### config.mk
export PLATFORM = sky130hd
export DESIGN_NAME = frame_buf_writer
export DESIGN_NICKNAME = d
export VERILOG_FILES = /design/src/rtl/frame_buf_writer.sv
export SDC_FILE = /design/constraint.sdc
export NUM_CORES = 1
export LEC_CHECK = 0
export ABC_AREA = 1
export CAP_MARGIN = 20
export CORE_AREA = 10 10 123 125
export CTS_CLUSTER_SIZE = 24
export DETAILED_ROUTE_END_ITERATION = 8
export DIE_AREA = 0 0 133 135
export HOLD_SLACK_MARGIN = 0.05
export MAX_ROUTING_LAYER = met4
export PLACE_DENSITY = 0.68
export SYNTH_ARGS = -nofsm -noshare
export SYNTH_HDL_FRONTEND = slang
export SYNTH_SLANG_ARGS = --single-unit
### constraint.sdc
create_clock -name aclk -period 5.9 [get_ports aclk]
set_input_delay 1.77 -clock aclk [delete_from_list [all_inputs] [get_ports aclk]]
set_output_delay 1.77 -clock aclk [all_outputs]
set_load 0.02 [all_outputs]
### src/rtl/frame_buf_writer.sv
// Frame-buffer writer: packs a PACK-pixel stream into memory words, one W x H raster per frame,
// then stalls the stream until the host acknowledges the completed buffer.
module frame_buf_writer #(
    parameter int unsigned W    = 256,
    parameter int unsigned H    = 256,
    parameter int unsigned DW   = 8,
    parameter int unsigned PACK = 4,
    parameter int unsigned AW   = 14
) (
    input  logic                 aclk,
    input  logic                 arst,
    input  logic [DW-1:0]        frame_stream_tdata,
    input  logic                 frame_stream_tvalid,
    output logic                 frame_stream_tready,
    output logic                 mem_we,
    output logic [AW-1:0]        mem_addr,
    output logic [DW*PACK-1:0]   mem_wdata,
    output logic                 frame_done,
    input  logic                 frame_ack,
    output logic [15:0]          frame_cnt
);

    localparam int unsigned NPIX = W * H;
    localparam int unsigned LW   = $clog2(PACK);
    localparam int unsigned PCW  = $clog2(NPIX);

    localparam logic [PCW-1:0] LastPix  = PCW'(NPIX - 1);
    localparam logic [LW-1:0]  LastLane = LW'(PACK - 1);

    typedef enum logic {StFill, StDone} state_e;

    state_e                  state_q;
    logic [PCW-1:0]          pix_cnt_q;
    logic [PACK-1:0][DW-1:0] asm_q;
    logic [PACK-1:0][DW-1:0] asm_d;
    logic [LW-1:0]           lane;
    logic                    hs;

    assign frame_stream_tready = (state_q == StFill);
    assign hs                  = frame_stream_tvalid & frame_stream_tready;
    assign lane                = pix_cnt_q[LW-1:0];

    // Assembled word including the byte arriving this cycle, so the final lane needs no extra stage.
    always_comb begin
        asm_d       = asm_q;
        asm_d[lane] = frame_stream_tdata;
    end

    always_ff @(posedge aclk or posedge arst) begin
        if (arst) begin
            state_q    <= StFill;
            pix_cnt_q  <= '0;
            asm_q      <= '0;
            mem_we     <= 1'b0;
            mem_addr   <= '0;
            mem_wdata  <= '0;
            frame_done <= 1'b0;
            frame_cnt  <= '0;
        end else begin
            mem_we     <= 1'b0;
            frame_done <= 1'b0;
            if (hs) begin
                asm_q <= asm_d;
                if (lane == LastLane) begin
                    mem_we    <= 1'b1;
                    mem_addr  <= AW'(pix_cnt_q >> LW);
                    mem_wdata <= asm_d;
                end
                if (pix_cnt_q == LastPix) begin
                    pix_cnt_q  <= '0;
                    state_q    <= StDone;
                    frame_done <= 1'b1;
                    frame_cnt  <= frame_cnt + 16'd1;
                end else begin
                    pix_cnt_q <= pix_cnt_q + PCW'(1);
                end
            end
            // Ack is only honoured once DONE is reached; an ack during FILL is dropped.
            if (state_q == StDone && frame_ack) begin
                state_q <= StFill;
            end
        end
    end

endmodule
======== Word-level counts from Yosys, hierarchy flattened ========
Index checks and enable logic that the tools add are counted.
word-level totals
  output and inout port bits .............. 65
  bits in registers ....................... 113
  word-level logic and storage cells ...... 37
operators by class
  order comparisons ....................... 2
  reductions and logical operators ........ 7
  mux-type cells .......................... 11
  $add $sub $neg .......................... 2
  bitwise logic cells ..................... 2
  eq/ne operators ......................... 2
operators with widths
  cell                                                        number
  adder 16 x 1 -> 16 bit, second input constant               2
  bitwise mux 32 bit                                          1
  demux 8 bit (select 2 bit)                                  1
  == test 16 bit, second input constant                       1
  2-to-1 mux 16 bit                                           1
  2-to-1 mux 8 bit                                            1
  2-to-1 mux 1 bit                                            7
  AND reduction 2 bit                                         3
  nonzero test 2 bit                                          2
  less-than comparator 2 x 3 -> 1 bit, second input constant  1
  == test 2 bit, second input constant                        1
  >= comparator 2 x 1 -> 1 bit, second input constant         1
  logical AND 1 bit                                           2
  bitwise AND 1 bit                                           1
  NOT 1 bit                                                   1

======== Depth between registers and ports, before layout ========
Gate-level depths: netlist (run 1).
  depth after elaboration ................. 5
  mapped depth ............................ 9

======== Least setup slack after synthesis (run 1) ========
OpenSTA, ideal clock, no wires.
  path type ............................... input to register
  start ................................... input port frame_stream_tvalid
  end ..................................... register frame_cnt[2]
  path buffers ............................ 1
  setup time .............................. 120 ps
  arrival ................................. 2465 ps
  path slack .............................. 3315 ps
  stages on the path ...................... 6
  data required time ...................... 5780 ps
  cell sequence ........................... nand2_2 > nor2_4 > nand4_2 > buf_2 > o21ai_1 > nand2_1
on the way
  word-level cells in the longest chain between the ends .. 2
ends and longest elaborated chain
  element                        RTL line  text
  start: declaration             13        input logic frame_stream_tvalid,
  bitwise AND 1 bit              40        assign hs = frame_stream_tvalid & frame_stream_tready;
  AND reduction 2 bit (no line)  --
  end signal: assignment         73        frame_cnt <= frame_cnt + 16'd1;
  end: declaration               20        output logic [15:0] frame_cnt
No other way between the ends.
A chain may end at the register's enable or synchronous reset.

======== Final worst setup path (run 1) ========
  start ................................... input port frame_stream_tvalid
  end ..................................... register pix_cnt_q[2]
on the way
  word-level cells in the longest chain between the ends .. 1
ends and longest elaborated chain
  element                 RTL line  text
  bitwise AND 1 bit       40
  end signal: assignment  75        pix_cnt_q <= pix_cnt_q + PCW'(1);
  end: declaration        33        logic [PCW-1:0] pix_cnt_q;
No other way between the ends.

==> run metrics, run 1 <==
DRT Wirelength 11.6 mm; largest cells by area after synthesis dfrtp_1, nand2_1, o21ai_0; compound-cell area share of the yosys netlist 0.0868; Synth Register Bits 105; multi-input logic area between 0.0015 and 0.002 mm^2; Synth Net Count 624; clock-pin slew on the worst setup and hold paths 0.07 ns; setup TNS 0 ns; maximum vdd drop 0.169 mV; via count between 4000 and 5000; fin nets 693; Hold Buf Count CTS 0; XOR/XNOR share of the synthesized area 0.0143; post-synthesis simple-gate area fraction 0.277; Die Width 133 um; clk_lat worst skew 0.36 ns; Initial Utilization 0.389; Setup-failing EPs final 0; first-pass GRT wire length 19.4 mm; Setup CP Type primary input to register; filler cell count 1211; WP data arrival 3.74 ns; Post-synth EDFFs 0; most common cell in the synthesized netlist nand2_1; post-synthesis adder-cell area fraction 0.0128; DRC marker count from the first detailed-route iteration around 240; mux cell area share after synthesis 0; top cells by count, synth nand2_1, dfrtp_1, o21ai_0, inv_1, nor2_1; row cnt just over 40; Die Span Y around 140 um; area leader, netlist dfrtp_1; DRC Markers 0; Setup Fix Bufs, Post-CTS 0; worst hold path startpoint mem_wdata[18]$_DFFE_PP0P_; synth-to-layout area growth 24.5%; core area 0.0126 mm^2; H-tree levels 3; max frequency around 0.29 GHz; Least-Margin Pin Slew 0.910 ns; Max-Cap Viols 0; Sink Count 105; largest family of logic cells by synthesized area simple AND/OR/NAND/NOR gates; worst r2r src state_q$_DFFE_PP0P_; Distinct cells, synth 29; Hold Vio Cnt, Final 0; Final GP Congestion 0.837; Worst slew margin 0.394; Critical Path Start Type primary input; number of iterations in the first detailed-routing pass 6; grt total ovfl 0; IO Port Bufs 76; CTS max path bufs 2; Seq. cell area 0.00263 mm^2; Synth top area share 0.538; die area 0.0180 mm^2; PwrDens 426 mW/mm^2; total CTS buffers 9; share of post-route cells with drive strength above 1 0.0631; Total Routing Usage GR 0.136; IO Pins 77; Slew Limit Fails 0; Tmin final 3.45 ns; top_reg_cell synth dfrtp_1; sequential fraction of the synthesis area 0.538; final period utilization 0.585; RSZ-0062 raised after global routing no; DR vias/cell about 4.7; diode count 0; outcome finished, final reports clean; clock skew 0.0101 ns; Leakage 3.03 nW; largest net degree at the start of global routing 75; WL per Instance 13.5 um; root buffer cell clkbuf_16; vias in the first global route around 3900; initial antenna violation count 0; Post-synth ARST share 1.00; CP required 6.19 ns; worst setup path startpoint frame_stream_tvalid; Avg Inst Size Synth 8.05 um^2; CTS tree built; worst hold-check path type register to register; CP Max Fanout between 50 and 60; CP Capture Type register; Post-Syn Area 0.00489 mm^2; Post-Syn Instances 607; count of cells resized by post-cts repair 0; Final HPWL DP 8.26 mm; Antenna Violating Nets Remaining 0; hold slack between 0.4 and 0.5 ns; yosys warns 0
state kept, by name, indices dropped and copies added (netlist names):
signal / flops
mem_wdata: 32
asm_q: 24
frame_cnt: 16
pix_cnt_q: 16
mem_addr: 14
frame_done: 1
mem_we: 1
state_q: 1
cells by family after synthesis:
kind of cell | count (synthesis)
AOI/OAI and AO/OA | 83
DFF | 105
and+or+nand+nor | 318
buffers and inverters | 88
adders and majority gates | 5
xor gates and xnor gates | 8
through the flow:
step / setup slack [ns] / instances / power (mW) / utilization / instance area (um^2)
floorplan: 1.37 / 607 / 1.59 / - / 4890
global placement: 2.14 / 837 / 1.99 / 0.460 / 5790
detailed placement: 2.08 / 837 / 2.02 / 0.460 / 5790
CTS: 2.44 / 853 / 2.62 / 0.484 / 6080
global route: 2.19 / 853 / 2.77 / 0.484 / 6080
finish: 2.45 / 853 / 2.59 / 0.484 / 6080
critical path, cell delays in order:
cell and delay [ns]:
clkdlybuf4s50_1 0.47, nand2_2 0.12, inv_2 0.57, nand2_2 0.11
inv_2 0.41, o21ai_0 0.16, nor2_1 0.10
final cells by class:
type / instances / area share
Clock buffer: 9 / 0.0370
Clock inverter: 7 / 0.0117
Inverter: 68 / 0.0424
Multi-Input combinational cell: 414 / 0.314
Sequential cell: 105 / 0.432
Tap cell: 172 / 0.0354
Timing Repair Buffer: 78 / 0.128
path summary, 6_finish.rpt:
path,to,depth (start not counted),slack (ns)
max in group asynchronous,mem_wdata[27]$_DFFE_PP0P_,3,3.00
worst min-delay path,mem_wdata[18]$_DFFE_PP0P_,2,0.48
worst max-delay path,pix_cnt_q[2]$_DFFE_PP0N_,7,2.45
worst min register to register,mem_wdata[18]$_DFFE_PP0P_,2,0.48
min in group asynchronous,mem_addr[10]$_DFFE_PP0P_,2,1.97
worst max register to register,pix_cnt_q[2]$_DFFE_PP0N_,7,3.90
layer usage:
| metal | track usage | wire length (um) |
|---|---|---|
| met1 | 0.166 | 5300 |
| met5 | - | 0 |
| met4 | 0.0318 | 100 |
| met3 | 0.0504 | 729 |
| met2 | 0.209 | 5420 |
power breakdown:
part           leakage [nW]  internal [mW]  switching (mW)
clock                 0.137          0.328           0.272
combinational          1.57          0.390           0.533
sequential             1.31          0.945           0.123
cell usage in the layout, fill, tap and decap left out, types with 2 or more instances in the layout:
master and n:
o21ai_0 71, nand3b_1 2, inv_2 4, nand2_4 2, nor2_8 2, buf_4 2
nand2_1 231, nand3_1 9, nor2_4 4, nand4_1 6, nor2_1 45, inv_1 63
a21oi_1 9, ha_1 5, dfrtp_1 105, clkinv_2 2, clkinvlp_4 3, nand2_2 8
xor2_1 5, xnor2_1 3, clkdlybuf4s50_1 76, clkbuf_16 9, nor3_1 5
Power figures use the tool's default switching activity.
==> run 2: changes to the inputs <==
==> constraint.sdc (replaced) <==
create_clock -name aclk -period 3.6 [get_ports aclk]
set_input_delay 1.08 -clock aclk [delete_from_list [all_inputs] [get_ports aclk]]
set_output_delay 1.08 -clock aclk [all_outputs]
set_load 0.02 [all_outputs]
==> run metrics, run 2 (same netlist as run 1, synthesis figures left out) <==
outcome finished, final reports clean; H-tree levels 3 (unchanged); DRC marker count from the first detailed-route iteration 253 (+5.9%); CP Max Fanout 7 (-87%); Leakage 3.05 nW (+0.67%); worst r2r src pix_cnt_q[1]$_DFFE_PP0N_; design area 0.00611 mm^2 (+0.51%); DR vias/cell 4.64 (-1.9%); commonest non-fill, non-tap cells in the layout nand2_1, dfrtp_1, clkdlybuf4s50_1, o21ai_0, inv_1; Slew Limit Fails 0 (unchanged); Setup Fix Bufs, Post-CTS 0 (unchanged); first-pass GRT wire length 19.2 mm (-1.2%); Final GP Congestion 0.825 (-1.4%); Final HPWL DP 8.21 mm (-0.62%); clock skew 0.0104 ns (+0.000310 ns); family with the most delay on the worst path buffers and inverters; Reg2Reg Setup Slack 1.86 ns (-2.04 ns); Bufs and invs on worst path 1 (-2); Die Span Y 135 um (unchanged); grt total ovfl 0 (unchanged); max reg flops 32 (unchanged); net switching power 1.48 mW (+60%); Sink Count 105 (unchanged); top flop regs mem_wdata: 32 flops, asm_q: 24 flops; CTS tree built; critical-path cell list clkdlybuf4s50_1; Initial Utilization 0.389 (unchanged); Worst slew margin 0.511 (+0.118); worst setup path startpoint frame_cnt[10]$_DFFE_PP0P_; Critical Path Start Type register; synth-to-layout area growth 25.1%; switch share 0.349 (-0.00931); CP required 2.52 ns (-3.67 ns); DRT Wirelength 11.2 mm (-2.9%); die area 0.0180 mm^2 (unchanged); Worst Hold Depth 2 (unchanged); Total Routing Usage GR 0.131 (-0.00450); DRC Markers 0 (unchanged); fin nets 696 (+0.43%); worst hold-check path type register to register; sequential share of power 0.411 (about the same); via count 3963 (-1.7%); Die Width 133 um (unchanged); IO Port Bufs 76 (unchanged); CTS max path bufs 2 (unchanged); max frequency 0.391 GHz; Reg2Reg Depth 6 (-1); count of cells resized by post-cts repair 0 (unchanged); most flop-heavy register mem_wdata; diode count 0 (unchanged); CP max stage delay 0.66 ns (+0.09 ns); IO Pins 77 (unchanged); RR Endpoint frame_cnt[7]$_DFFE_PP0P_; clock-pin slew on the worst setup and hold paths 0.07 ns (about the same); slowest cell on the critical path clkdlybuf4s50_1; Hold Vio Cnt, Final 0 (unchanged); root buffer cell clkbuf_16; Setup CP Type register to output pin; most common cell after layout, fill and taps aside nand2_1; share of post-route cells with drive strength above 1 0.0659 (+0.00274); number of iterations in the first detailed-routing pass 4 (-2); Hold Buf Count CTS 0 (unchanged); Clk pwr share 0.233 (about the same); final period utilization 0.710; Setup-failing EPs final 0 (unchanged); WL per Instance 13.1 um (-3.2%); Least-Margin Pin Slew 0.733 ns (-0.177 ns); maximum vdd drop 0.374 mV (+120%); WP data arrival 1.48 ns (-2.26 ns); Comb power frac 0.356 (about the same); clk_lat worst skew 0.34 ns (-0.02 ns); Setup crit end frame_cnt[10]; initial antenna violation count 0 (unchanged); Max-Cap Viols 0 (unchanged); Antenna Violating Nets Remaining 0 (unchanged); Tmin final 2.56 ns; Placed Area 0.00581 mm^2 (+0.41%); largest net degree at the start of global routing 60 (-20%); vias in the first global route 3903 (-0.54%); core area 0.0126 mm^2 (unchanged); RSZ-0062 raised after global routing no; CP Depth 1 (-6); row cnt 41 (unchanged); Pint 2.77 mW (+66%); PwrDens 695 mW/mm^2 (+63%); CP Capture Type output pin; total CTS buffers 9 (unchanged); setup TNS 0 ns (unchanged)
[run 2: how the worst min path moves through the flow]
stage                                      to                 startpoint
global route        mem_wdata[13]$_DFFE_PP0P_  mem_wdata[13]$_DFFE_PP0P_
CTS                 mem_wdata[10]$_DFFE_PP0P_  mem_wdata[10]$_DFFE_PP0P_
floorplan                asm_q[0]$_DFFE_PP0N_       asm_q[0]$_DFFE_PP0N_
finish              mem_wdata[10]$_DFFE_PP0P_  mem_wdata[10]$_DFFE_PP0P_
detailed placement  mem_wdata[10]$_DFFE_PP0P_  mem_wdata[10]$_DFFE_PP0P_
global placement    mem_wdata[12]$_DFFE_PP0P_  mem_wdata[12]$_DFFE_PP0P_
[run 2: layout make-up]
| cell class | count | area (um^2) |
|---|---|---|
| clock buffers | 11 | 253 |
| clock inverters | 4 | 51.3 |
| fillers | 1216 | 6450 |
| inverters | 68 | 259 |
| multi-input cells | 414 | 1910 |
| flip-flops and latches | 105 | 2630 |
| well taps | 172 | 215 |
| repair buffers | 81 | 798 |
[run 2: per-layer routing]
metal	routed length (um)	share of wire	track usage
met1	5360	0.48	0.163
met2	5280	0.47	0.211
met3	464	0.041	0.0338
met4	110	0.0098	0.0287
met5	0	0	-
[run 2: power by group through the flow]
stage | sequential, mW | clock [mW] | combinational (mW)
after floorplan | 2.04 | 0 | 0.576
after CTS | 1.75 | 1.02 | 1.55
final | 1.75 | 0.991 | 1.51
after detailed placement | 1.77 | 0 | 1.54
after global placement | 1.76 | 0 | 1.51
after global routing | 1.80 | 1.06 | 1.68
[run 2: worst register-to-register path, stage by stage, from the launching register on]
cell	delay, ns
dfrtp_1	0.41
ha_1	0.24
nand3_2	0.12
nor2_4	0.18
nand4_2	0.32
o21ai_0	0.26
nand2_1	0.08
[run 2: stage by stage]
stage                      util  std cells  power (mW)  hold slack (ns)  setup slack (ns)
after floorplan               -        607        2.61            0.501              1.26
after global placement    0.462        840        3.27            0.465             0.985
after detailed placement  0.462        840        3.31            0.466             0.912
after CTS                 0.486        855        4.33            0.484              1.03
after global routing      0.486        855        4.54            0.511             0.971
final                     0.486        855        4.25            0.476              1.04
